$ cat src/rtl/usb_rx_packet_fifo.sv
// Packet-aware receive byte buffer: bytes commit on clean EOP, roll back on error/overflow; FWFT read.
// Commit visible the cycle after the EOP edge; a full buffer rejects bytes (overflow pulse) and drops the packet.
module usb_rx_packet_fifo #(
  parameter int DEPTH  = 64,
  parameter int ADDR_W = 6
) (
  input  logic              clk,
  input  logic              n_rst,
  input  logic [7:0]        rx_data,
  input  logic              write_enable,
  input  logic              rcv_error,
  input  logic              eop,
  input  logic              read_enable,
  output logic [7:0]        read_data,
  output logic              data_ready,
  output logic [ADDR_W:0]   committed_count,
  output logic              pkt_done,
  output logic              pkt_dropped,
  output logic              overflow
);

  typedef enum logic [1:0] {IDLE, RECV, DROP} state_t;

  localparam logic [ADDR_W:0] DEPTH_P = (ADDR_W+1)'(DEPTH);
  localparam logic [ADDR_W:0] ONE     = (ADDR_W+1)'(1);

  logic [7:0]      mem [DEPTH];
  logic [ADDR_W:0] wr_ptr, cm_ptr, rd_ptr;
  state_t          state;
  logic            eop_q, err_q;

  logic eop_rise, err_rise, full, wr_accept, ovf_evt, drop_evt, rd_accept;

  always_comb begin
    eop_rise        = eop & ~eop_q;
    err_rise        = rcv_error & ~err_q;
    full            = (wr_ptr - rd_ptr) == DEPTH_P;
    wr_accept       = write_enable & ~full & (state != DROP) & ~err_rise;
    ovf_evt         = write_enable & full & (state != DROP);
    drop_evt        = (state != DROP) & (err_rise | ovf_evt);
    committed_count = cm_ptr - rd_ptr;
    data_ready      = committed_count != '0;
    rd_accept       = read_enable & data_ready;
    read_data       = mem[rd_ptr[ADDR_W-1:0]];
  end

  always_ff @(posedge clk) begin
    if (wr_accept) mem[wr_ptr[ADDR_W-1:0]] <= rx_data;
  end

  always_ff @(posedge clk or negedge n_rst) begin
    if (!n_rst) begin
      wr_ptr      <= '0;
      cm_ptr      <= '0;
      rd_ptr      <= '0;
      state       <= IDLE;
      eop_q       <= 1'b0;
      err_q       <= 1'b0;
      pkt_done    <= 1'b0;
      pkt_dropped <= 1'b0;
      overflow    <= 1'b0;
    end else begin
      eop_q       <= eop;
      err_q       <= rcv_error;
      pkt_done    <= 1'b0;
      pkt_dropped <= 1'b0;
      overflow    <= ovf_evt;
      if (rd_accept) rd_ptr <= rd_ptr + ONE;
      if (wr_accept) wr_ptr <= wr_ptr + ONE;
      case (state)
        IDLE, RECV: begin
          if (drop_evt) begin
            // An error coinciding with EOP has nothing left to wait for: roll back now.
            if (eop_rise) begin
              wr_ptr      <= cm_ptr;
              pkt_dropped <= 1'b1;
              state       <= IDLE;
            end else begin
              state <= DROP;
            end
          end else if (eop_rise && (state == RECV || wr_accept)) begin
            cm_ptr   <= wr_ptr + (ADDR_W+1)'(wr_accept);
            pkt_done <= 1'b1;
            state    <= IDLE;
          end else if (wr_accept) begin
            state <= RECV;
          end
        end
        DROP: begin
          if (eop_rise) begin
            wr_ptr      <= cm_ptr;
            pkt_dropped <= 1'b1;
            state       <= IDLE;
          end
        end
        default: state <= IDLE;
      endcase
    end
  end

endmodule

$ cat config.mk
export PLATFORM = sky130hd
export DESIGN_NAME = usb_rx_packet_fifo
export DESIGN_NICKNAME = d
export VERILOG_FILES = /design/src/rtl/usb_rx_packet_fifo.sv
export SDC_FILE = /design/constraint.sdc
export NUM_CORES = 1
export LEC_CHECK = 0
export BUFFER_PORTS_ARGS = -buffer_cell sky130_fd_sc_hd__buf_2
export CAP_MARGIN = 25
export CORE_UTILIZATION = 65
export CTS_BUF_LIST = sky130_fd_sc_hd__clkbuf_8
export DETAILED_ROUTE_END_ITERATION = 8
export GPL_TIMING_DRIVEN = 0
export PLACE_DENSITY = 0.86
export SKIP_CTS_REPAIR_TIMING = 1
export SLEW_MARGIN = 25
export SYNTH_ARGS = -nofsm -noshare
export SYNTH_HDL_FRONTEND = slang
export SYNTH_SLANG_ARGS = --single-unit
export TNS_END_PERCENT = 1
$ cat constraint.sdc
create_clock -name clk -period 4.4 [get_ports clk]
set_input_delay 0.44 -clock clk [delete_from_list [all_inputs] [get_ports clk]]
set_output_delay 0.44 -clock clk [all_outputs]
set_load 0.005 [all_outputs]
; After elaboration in Yosys (flattened, before gate mapping)
; Memories as Yosys holds them, arrays and structs flattened.
; Index checks and enable logic that the tools add are counted.
[totals]
ram_bits = 512
out_inout_bits = 19
register_bits = 28
word_cells = 61
mem_count = 1
[mem_list]
columns = memory, words, width, rd, rd_clocked_by_memory_dff, write_ports, line_no
row1 = mem, 64, 8, 1, 0, 1, 27  ; logic [7:0] mem [DEPTH];
[op_classes]
n_addsub = 5
reduce_logical = 7
bitwise_logic = 15
eq_ne = 6
n_mux = 18
[ops]
columns = cell, count
row1 = $mux W7, 3
row2 = $add A7 B1 Y7 const B, 2
row3 = $pmux W7 S2, 1
row4 = $sub A7 B7 Y7, 2
row5 = $mux W2, 5
row6 = $and A1 B1 Y1, 9
row7 = $add A7 B1 Y7, 1
row8 = $eq A7 B7 Y1 const B, 1
row9 = $mux W1, 7
row10 = $reduce_bool A7 Y1, 1
row11 = $not A1 Y1, 5
row12 = $ne A2 B2 Y1 const B, 2
row13 = $ne A4 B4 Y1 const B, 1
row14 = $pmux W2 S2, 1
row15 = $reduce_and A3 Y1, 1
row16 = $eq A2 B1 Y1 const B, 1
row17 = $eq A2 B2 Y1 const B, 1
row18 = $logic_not A2 Y1, 1
row19 = $pmux W1 S2, 1
row20 = $reduce_and A2 Y1, 1
row21 = $reduce_or A2 Y1, 1
row22 = $logic_and A1 B1 Y1, 1
row23 = $logic_or A1 B1 Y1, 1
row24 = $or A1 B1 Y1, 1

; Longest topological paths before layout
[depth]
ltp_word = 11
ltp_mapped = 17
mapped_depth_nobuf = 13

; Least setup slack after synthesis
; No wires, ideal clock.
[synth_path]
path_kind = reg2reg
start = register rd_ptr[2]
end = register cm_ptr[2]
setup_slack_ps = 750
stages_incl_launch_ff = 15
n_path_buf = 2
arrival_time_ps = 3526
setup_ps = 125
cell_sequence = dfrtp_1 -> inv_2 -> buf_1 -> ha_1 -> nor2_1 -> a22oi_1 -> or3_1 -> or3_4 -> buf_2 -> nand2_1 -> inv_1 -> ha_1 -> ha_1 -> xor2_1 -> mux2_2
[synth_between]
elab_chain_cells = 9
elab_cells_between_ends = 15
cone_classes = add/sub (2) / eq/ne (1) / bitwise (9) / reduce/logical (3)
[synth_rtl]
columns = element, line_no
row1 = start: declaration, 28  ; logic [ADDR_W:0] wr_ptr, cm_ptr, rd_ptr;
row2 = start signal: assignment, 68  ; if (rd_accept) rd_ptr <= rd_ptr + ONE;
row3 = $sub A7 B7 Y7 (*), 37  ; full = (wr_ptr - rd_ptr) == DEPTH_P;
row4 = $eq A7 B7 Y1 (*), 37
row5 = branches (longest 7 deep; another with $add A7 B1 Y7), -
row6 = end signal: assignment, 82  ; cm_ptr <= wr_ptr + (ADDR_W+1)'(wr_accept);
row7 = end: declaration, 28
; Mark *: on every way between the ends.
; A chain may end at the register's enable or synchronous reset.

; Worst setup path in the final report
[layout_path]
start = register rd_ptr[1]
end = output read_data[7]
[layout_between]
elab_chain_cells = 1
[layout_rtl]
columns = element, line_no
row1 = $mem_v2 Z64 W8, -
row2 = end: declaration, 14  ; output logic [7:0] read_data,
; No other way between the ends.

==> flow_summary.ini <==
[run_status]
outcome = complete, no violations

[setup_path]
crit_fanout = 10
startpoint = rd_ptr[1]
required_ns = 3.96
crit_path_end_kind = output pin
critPathArrivalTime_ns = 3.91
cp-start-kind = register
crit_path_end = read_data[7]
r2r-start = rd_ptr[1]
reg2reg_slack_ns = 0.17
critPathKind = reg -> out
r2r-end = mem[31][3]
reg2reg_depth = 11

[job]
max_cap_viol_count = 0

[global_route]
antenna_found_initial = 1
grtUsageMet3_pct = 8.14
grt_max_degree = 65
use_met1_pct = 41.1
grt_pass1_vias = 11200
grt_pass1_wl_microns = 72500
use_met2_pct = 48.8
gr-total-overflow = 0
grt_busiest_layer = met2
grt_usage_pct = 30.6

[logic_synthesis]
synthSimpleGateAreaFrac_pct = 3.48
synth_cells = 1035
synth-seq-cells = 540
yosys-mux-area-fraction_pct = 17.0
synth_edf_count = 512
synth_ff_type = edfxtp_1
avgSynthCellArea_sq_um = 20.9
yosysUniqueCellTypes = 57
synth_top_family_by_area = multiplexers
synth_xor_area_share_pct = 0.566
syn_area_sq_um = 21700
synth_seq_area_share_pct = 74.2
synth_compound_area_share_pct = 2.31
ys_warn_count = 0
synthArstFlopShare_pct = 5.19
synth_fa_ha_area_share_pct = 1.02
syn_nets = 1066

[clocking]
cts_num_sinks = 540
h-tree-depth = 3
cts_buffer_depth = 3
cts_tree = built
cts_buffers = 81
clk_pin_slew_ns = 0.06
clk-insertion-delay-late_ns = 0.61
cts-root-buf = clkbuf_8

[timing]
setup-violations-final = 0
fin_tns_setup_ns = 0
fmax_mhz = 230
hold_violations = 0
fin_skew_ns = 0.0260
slew-limit-headroom_pct = 26.6
tightest_slew_ns = 1.10
finalCriticalPeriod_ns = 4.35
rsz0062_at_grt = false
slew_violations = 0
fin_crit_sh_pct = 98.8

[finish]
final_nets = 1196
drive_gt1_share_pct = 32.8
layout_commonest_cell = edfxtp_1
syn2layout_area_growth_pct = 11.1
fin_area_sq_um = 24100
fin_cells = 1660
final_cell_mix = edfxtp_1 (512), mux4_2 (160), clkbuf_8 (84)
fin_util_pct = 73.7
num_antenna_cells = 0

[detailed_routing]
wl_per_cell_microns = 30.1
drt_iter0_drc = 1583
ant_nets = 0
drc = 0
routed_wirelength_microns = 49900
via_per_inst = 6.85
dr.pass1.iters = 7
num_vias = 11400

[die]
rows = 66
ios = 33
die_w_microns = 185
start_util_pct = 66.3
core_sq_um = 32700
die_h_microns = 185
die-area_sq_um = 34100

[hold_path]
hold_path_class = in -> reg

[pwr]
peakVddDrop_v = 0.000393
leakagePower_nw = 7.74
p_per_area_nw_per_um2 = 619

[placement]
gp_congestion = 0.928
dp_hpwl_microns = 31800
place_area_sq_um = 22400
io_buffers = 32
dp_cells = 1509
-- cells by family after synthesis --
group / Yosys count
adder cells (fa/ha/maj): 17
XOR/XNOR: 14
flip-flops: 540
buffers and inverters: 69
AND/OR/NAND/NOR: 158
multiplexers: 168
AO/OA/AOI/OAI: 69
-- cell usage after synthesis (all sizes together) (2+ instances only) --
cell type  count  share of area (%)
nor3           6               0.14
nor3b          2              0.069
a211oi         3               0.10
o21a           4               0.14
o311ai         2              0.081
nor2b          8               0.23
nand4          8               0.23
or4            2              0.069
nor2          80                1.4
and3           2              0.058
o211ai         3               0.13
clkbuf        20               0.35
xnor2         10               0.40
mux4         160                 17
nand3b         3               0.10
or3            8               0.25
o31a           2              0.081
mux2           8               0.42
a31oi          5               0.14
inv           18               0.31
xor2           4               0.16
and2           3              0.098
dfrtp         28                3.2
a22oi         17               0.59
or2            3              0.087
nand2b         3              0.087
a21oi          8               0.18
nand3         10               0.23
ha            16               0.92
o21ai         14               0.39
edfxtp       512                 71
buf           31               0.77
nand2         16               0.28
o2111ai        5               0.20
-- flip-flops by register name, summed over array words and instances, names as in the netlist --
name / cells
cm_ptr: 7
eop_q: 1
err_q: 1
mem: 512
overflow: 1
pkt_done: 1
pkt_dropped: 1
rd_ptr: 7
state: 2
wr_ptr: 7
-- layout make-up --
| type | instances | area (sq um) |
|---|---|---|
| Buffer | 49 | 244 |
| Fill cell | 1769 | 8610 |
| Tap cell | 442 | 553 |
| Inverter | 18 | 67.6 |
| Multi-Input combinational cell | 426 | 5460 |
| Clock buffer | 84 | 1160 |
| Sequential cell | 540 | 16100 |
| Timing Repair Buffer | 49 | 315 |
| Clock inverter | 52 | 218 |
-- how the worst min path moves through the flow --
stage | startpoint | end | slack (ns) | depth (start not counted)
after floorplan | n_rst | cm_ptr[0] | 0.14 | 0
after global placement | state[1] | state[1] | 0.48 | 1
after detailed placement | state[1] | state[1] | 0.49 | 1
after CTS | n_rst | state[1] | -0.14 | 1
after global routing | read_enable | rd_ptr[0] | 0.17 | 3
final | write_enable | overflow | 0.17 | 3
-- metal layers --
metal / vias up / wire (microns)
met5: - / 0
met4: 0 / 1860
met3: 152 / 5670
met2: 808 / 25000
met1: 5848 / 17400
li1: 4566 / -
-- through the flow --
| stage | power, mW | hold WS [ns] | worst slack [ns] |
|---|---|---|---|
| floorplan | 9.42 | 0.144 | 0.750 |
| CTS | 14.7 | -0.141 | -1.05 |
| finish | 14.9 | 0.170 | 0.0526 |
| global route | 15.4 | 0.166 | 0.0156 |
| global placement | 11.1 | 0.478 | -0.876 |
| detailed placement | 11.2 | 0.492 | -1.01 |
-- worst max-delay path, stage by stage (launching register included) --
cell      delay (ns)
dfrtp_1         0.57
buf_4           0.29
clkbuf_1        0.84
mux4_2          0.45
mux4_2          0.54
a22oi_1         0.22
nand2_1         0.19
buf_2           0.18
-- report_power, final --
group	internal (mW)	switching [mW]
sequential	5.82	0.182
clock	1.76	1.83
combinational	2.30	3.01
No activity file was read; power rests on OpenSTA's default activity.
